--- src/rtl/dmem_pkg.sv ---
// Shared definitions for the dual-port data-memory arbiter.
package dmem_pkg;

   // Arbiter ownership states
   typedef enum logic [1:0] {
      IDLE  = 2'd0,
      OWN_A = 2'd1,
      OWN_B = 2'd2
   } arb_state_e;

   // Port identifiers, used for the last_served flag
   localparam logic PORT_A = 1'b0;
   localparam logic PORT_B = 1'b1;

endpackage

--- src/rtl/rr_pick.sv ---
// Combinational grant decision: round-robin on ties from IDLE,
// burst-limited ownership while one port owns the memory.
module rr_pick
   import dmem_pkg::*;
#(
   parameter int MAX_BURST = 4,
   parameter int CNT_W     = 3
)
(
   input  arb_state_e       state_i,
   input  logic             req_a_i,
   input  logic             req_b_i,
   input  logic             last_served_i,
   input  logic [CNT_W-1:0] burst_cnt_i,
   output logic             gnt_a_o,
   output logic             gnt_b_o
);

   localparam logic [CNT_W-1:0] MAX_CNT = CNT_W'(MAX_BURST);

   // Pick at most one port; never grant a port that is not requesting
   always_comb begin
      gnt_a_o = 1'b0;
      gnt_b_o = 1'b0;
      case (state_i)
         OWN_A: begin
            if (req_a_i && (!req_b_i || (burst_cnt_i < MAX_CNT))) gnt_a_o = 1'b1;
            else if (req_b_i)                                     gnt_b_o = 1'b1;
         end
         OWN_B: begin
            if (req_b_i && (!req_a_i || (burst_cnt_i < MAX_CNT))) gnt_b_o = 1'b1;
            else if (req_a_i)                                     gnt_a_o = 1'b1;
         end
         default: begin
            // On a tie the port that was not served last wins
            if (req_a_i && req_b_i) begin
               if (last_served_i == PORT_B) gnt_a_o = 1'b1;
               else                         gnt_b_o = 1'b1;
            end else begin
               gnt_a_o = req_a_i;
               gnt_b_o = req_b_i;
            end
         end
      endcase
   end

endmodule

--- src/rtl/dmem_arbiter.sv ---
// Two-port (CPU/DMA) arbiter in front of a single-ported data memory.
// A port completes a transfer in the cycle req_x && gnt_x; reads return
// one cycle later on rvalid_x, out-of-range accesses return err_x instead.
module dmem_arbiter
   import dmem_pkg::*;
#(
   parameter int MEM_DEPTH = 256,
   parameter int MAX_BURST = 4
)
(
   input  logic        clk,
   input  logic        reset,
   input  logic        req_a,
   input  logic        req_b,
   input  logic        we_a,
   input  logic        we_b,
   input  logic [31:0] addr_a,
   input  logic [31:0] addr_b,
   input  logic [31:0] wdata_a,
   input  logic [31:0] wdata_b,
   output logic        gnt_a,
   output logic        gnt_b,
   output logic        rvalid_a,
   output logic        rvalid_b,
   output logic [31:0] rdata_a,
   output logic [31:0] rdata_b,
   output logic        err_a,
   output logic        err_b,
   output logic [31:0] mem_addr,
   output logic [31:0] mem_wdata,
   output logic        mem_write,
   output logic        mem_read,
   input  logic [31:0] mem_rdata,
   output arb_state_e  dbg_state_o
);

   localparam int              CNT_W   = $clog2(MAX_BURST + 1);
   localparam logic [CNT_W-1:0] MAX_CNT = CNT_W'(MAX_BURST);
   localparam logic [31:0]     DEPTH   = 32'(MEM_DEPTH);

   arb_state_e       state_q, state_d;
   logic             last_q, last_d;
   logic [CNT_W-1:0] burst_q, burst_d;

   logic             rvalid_a_q, rvalid_b_q, err_a_q, err_b_q;
   logic [31:0]      rdata_q;

   logic             pick_a, pick_b;
   logic             gnt_a_int, gnt_b_int, gnt_any;
   logic             sel_we, in_range;
   logic [31:0]      sel_addr, sel_wdata;

   rr_pick #(
      .MAX_BURST (MAX_BURST),
      .CNT_W     (CNT_W)
   ) u_pick (
      .state_i       (state_q),
      .req_a_i       (req_a),
      .req_b_i       (req_b),
      .last_served_i (last_q),
      .burst_cnt_i   (burst_q),
      .gnt_a_o       (pick_a),
      .gnt_b_o       (pick_b)
   );

   // Grants are suppressed while reset is held; select the winning port's request
   always_comb begin
      gnt_a_int = pick_a & ~reset;
      gnt_b_int = pick_b & ~reset;
      gnt_any   = gnt_a_int | gnt_b_int;
      sel_we    = gnt_b_int ? we_b    : we_a;
      sel_addr  = gnt_b_int ? addr_b  : addr_a;
      sel_wdata = gnt_b_int ? wdata_b : wdata_a;
      in_range  = sel_addr < DEPTH;
   end

   // State register: ownership, last served port, burst length
   always_ff @(posedge clk) begin
      if (reset) begin
         state_q <= IDLE;
         last_q  <= PORT_B;
         burst_q <= '0;
      end else begin
         state_q <= state_d;
         last_q  <= last_d;
         burst_q <= burst_d;
      end
   end

   // Next state: follow the grant; an empty cycle drops ownership
   always_comb begin
      state_d = IDLE;
      last_d  = last_q;
      burst_d = '0;
      if (gnt_a_int || gnt_b_int) begin
         state_d = gnt_a_int ? OWN_A : OWN_B;
         last_d  = gnt_a_int ? PORT_A : PORT_B;
         if (state_q == state_d) begin
            burst_d = (burst_q < MAX_CNT) ? burst_q + CNT_W'(1) : burst_q;
         end else begin
            burst_d = CNT_W'(1);
         end
      end
   end

   // Response registers: read data/valid or error one cycle after the grant
   always_ff @(posedge clk) begin
      if (reset) begin
         rvalid_a_q <= 1'b0;
         rvalid_b_q <= 1'b0;
         err_a_q    <= 1'b0;
         err_b_q    <= 1'b0;
         rdata_q    <= '0;
      end else begin
         rvalid_a_q <= gnt_a_int & ~sel_we & in_range;
         rvalid_b_q <= gnt_b_int & ~sel_we & in_range;
         err_a_q    <= gnt_a_int & ~in_range;
         err_b_q    <= gnt_b_int & ~in_range;
         rdata_q    <= (gnt_any && !sel_we && in_range) ? mem_rdata : '0;
      end
   end

   // Outputs: memory strobes only in the grant cycle, responses zero when not valid
   always_comb begin
      gnt_a       = gnt_a_int;
      gnt_b       = gnt_b_int;
      mem_addr    = gnt_any ? sel_addr  : '0;
      mem_wdata   = gnt_any ? sel_wdata : '0;
      mem_write   = gnt_any &  sel_we & in_range;
      mem_read    = gnt_any & ~sel_we & in_range;
      rvalid_a    = rvalid_a_q & ~reset;
      rvalid_b    = rvalid_b_q & ~reset;
      err_a       = err_a_q & ~reset;
      err_b       = err_b_q & ~reset;
      rdata_a     = rvalid_a ? rdata_q : '0;
      rdata_b     = rvalid_b ? rdata_q : '0;
      dbg_state_o = state_q;
   end

endmodule
--- config.mk ---
export PLATFORM = sky130hd
export DESIGN_NAME = dmem_arbiter
export DESIGN_NICKNAME = d
export VERILOG_FILES = /design/src/rtl/dmem_pkg.sv /design/src/rtl/rr_pick.sv /design/src/rtl/dmem_arbiter.sv
export SDC_FILE = /design/constraint.sdc
export NUM_CORES = 1
export LEC_CHECK = 0
export ABC_CLOCK_PERIOD_IN_PS = 3700
export BUFFER_PORTS_ARGS = -buffer_cell sky130_fd_sc_hd__buf_2
export CELL_PAD_IN_SITES_DETAIL_PLACEMENT = 1
export CELL_PAD_IN_SITES_GLOBAL_PLACEMENT = 2
export CORE_MARGIN = 1
export CORE_UTILIZATION = 17
export DETAILED_ROUTE_END_ITERATION = 8
export PLACE_DENSITY_LB_ADDON = 0.1
export SKIP_CTS_REPAIR_TIMING = 1
export SYNTH_ARGS = -nofsm -noshare
export SYNTH_HDL_FRONTEND = slang
export SYNTH_SLANG_ARGS = --single-unit
--- constraint.sdc ---
create_clock -name clk -period 3.7 [get_ports clk]
set_input_delay 0.37 -clock clk [delete_from_list [all_inputs] [get_ports clk]]
set_output_delay 0.37 -clock clk [all_outputs]
set_load 0.005 [all_outputs]
==> metrics <==
number of synthesized flops with an enable pin 0; drt wl/cell 15.89 um; pins over their slew limit 0; core area approximately 15000 um^2; largest net degree at the start of global routing between 60 and 70; Setup Skew 0.002398 ns; critical path endpoint category primary output; area of the die between 15000 and 20000 um^2; Inst Count DP around 770; Port Buffers 303; Worst setup SP type flop; vias in the first global route 3499; post-route cell area approximately 4400 um^2; total clock buffers created by CTS 5; Worst Path Arrival 2.69 ns; Worst R2R Setup Slack 1.24 ns; GRT Overall Usage 14.68%; clock root buffer clkbuf_16; Multi-input gate area 1637 um^2; num ports between 300 and 400; syn nets 464; Post-route DRC 0; Final Hold Viols 0; Initial Utilization 17.42%; RSZ-0062 raised after global routing no; FF/Latch Area approximately 840 um^2; initial antenna violation count 0; Primary FF master, synth dfxtp_1; Achievable Freq about 0.33 GHz; total power 1.349 mW; CP required 3.33 ns; clk_lat worst skew 0.28 ns; mean post-synth cell area 8.979 um^2; Routed WL 12300 um; worst hold path class in2reg; Setup TNS 0 ns; antenna cells 0; Area Overhead vs Synth 67.83%; die height 126.8 um; Synth area leader dfxtp_1; Power Density 303.4 nW/um^2; CTS tree built; max_slew headroom between 20 and 30%; Final Setup Violations 0; FP Rows 45; worst-margin pin slew 1.069 ns; antenna viol nets, final 0; gpl congestion around 0.76; DIE WIDTH 126.8 um; synth top area cells dfxtp_1 (32%), a22o_1 (21%), and2_1 (15%); clock sink total 42; Final min period 3.056 ns; Leak around 2.5 nW; DR pass1 iterations 4; most numerous cell in the Yosys netlist and2_1; Worst Setup Path Type reg2out; post-route insts no fill 774; Async S/R FF share, synth 0%; Final HPWL DP 10290 um; grt total ovfl 0; net count reported at finish approximately 750; Warnings, synthesis 0; FILL cells 1908; maximum vdd drop 0.1531 mV; Netlist Area Pre-Place 2649 um^2; routed vias/inst around 4.4; CTS clk-pin slew, worst paths about 0.06 ns; htree depth 2; first-pass GRT wire length 18520 um; final period utilization between 80 and 90%; Vias about 3400; layout cell share with drive strength beyond 1 around 56%; Seq/Total Area, Yosys between 30% and 40%; area share of the largest cell type after synthesis between 30% and 40%; Cells after Synth 295; iteration-0 DRC count of the detailed router 72; maximum capacitance violations 0; clock buffer depth 2; flops & latches, synth 42; Area after DPL 4294 um^2; worst-path maximum fanout 31; Synth cell types 38; top cells by count, synth and2_1 (65), a22o_1 (64), dfxtp_1 (42); run status finished, final reports clean
## state kept, by name, indices dropped and copies added, names as in the netlist
signal / flops
dbg_state_o: 2
rvalid_a_q: 1
burst_q: 3
err_a_q: 1
rvalid_b_q: 1
rdata_q: 32
last_q: 1
err_b_q: 1
## routing by layer
metal / wire length, um / vias to the layer above / track usage, % / part of all wire [%]
li1: - / 1637 / - / -
met3: 794 / 2 / 3.796 / 6.5
met2: 6972 / 150 / 30.41 / 57
met4: 36 / 0 / 1.681 / 0.29
met1: 4492 / 1592 / 14.79 / 37
met5: 0 / - / 0 / 0
## per-stage QoR
stage	worst slack [ns]	utilization (%)	hold WS, ns
after floorplan	1.327	-	0.4949
after global placement	1.032	28.25	0.5144
after detailed placement	0.9285	28.25	0.5347
after CTS	0.5973	29.24	0.2921
after global routing	0.4688	29.24	0.2993
final	0.6444	29.24	0.2984
## layout by cell type, fill, tap and decap left out, types with 5 or more instances in the layout
cell type  synthesis  final
dfxtp_1           42     42
and2_1            65     65
buf_2              6    303
nor4_1            12     12
nor2b_1           37     35
clkbuf_16          0      5
nor2_1             7      7
a22o_1            64     64
inv_1              5      5
## kinds of logic (layout without fill, tap and decap cells)
logic type,count (synthesis),after routing,share of synthesized area (%)
XOR/XNOR,1,1,0.3307
adder cells (fa/ha/maj),3,3,1.417
AND/OR/NAND/NOR,140,140,33.16
AO/OA/AOI/OAI,76,76,25.32
multiplexers,3,3,1.370
buffers and inverters,30,321,6.660
flip-flops,42,42,31.74
## critical path, cell delays in order (launching register included)
cell     delay (ns)
dfxtp_1        0.43
inv_1          0.07
ha_1           0.38
nand3_1        0.15
o311a_4        0.24
nand2_2        0.09
inv_2          0.30
buf_4          0.40
a22o_1         0.21
buf_2          0.11
## area by class of cell
cell class                 count  share of cell area, %
timing repair buffer         307                  35.07
clock inverter                 2                 0.2815
multi-input combinational    223                  36.81
inverter                       6                 0.5066
tap                          188                  5.291
clock buffer                   6                  3.124
sequential                    42                  18.91
## final timing paths
check                                     from      endpoint  cells after the start
worst min register to register      burst_q[1]    burst_q[1]                      2
worst max-delay path            dbg_state_o[0]  mem_addr[21]                      9
worst min-delay path              mem_rdata[2]    rdata_q[2]                      2
worst max register to register  dbg_state_o[0]   rdata_q[13]                      8
## power breakdown
part	total, mW	internal (mW)	switching (mW)
clock network	0.444	0.267	0.177
registers	0.471	0.463	0.00790
logic	0.434	0.227	0.207
Power figures use the tool's default switching activity.
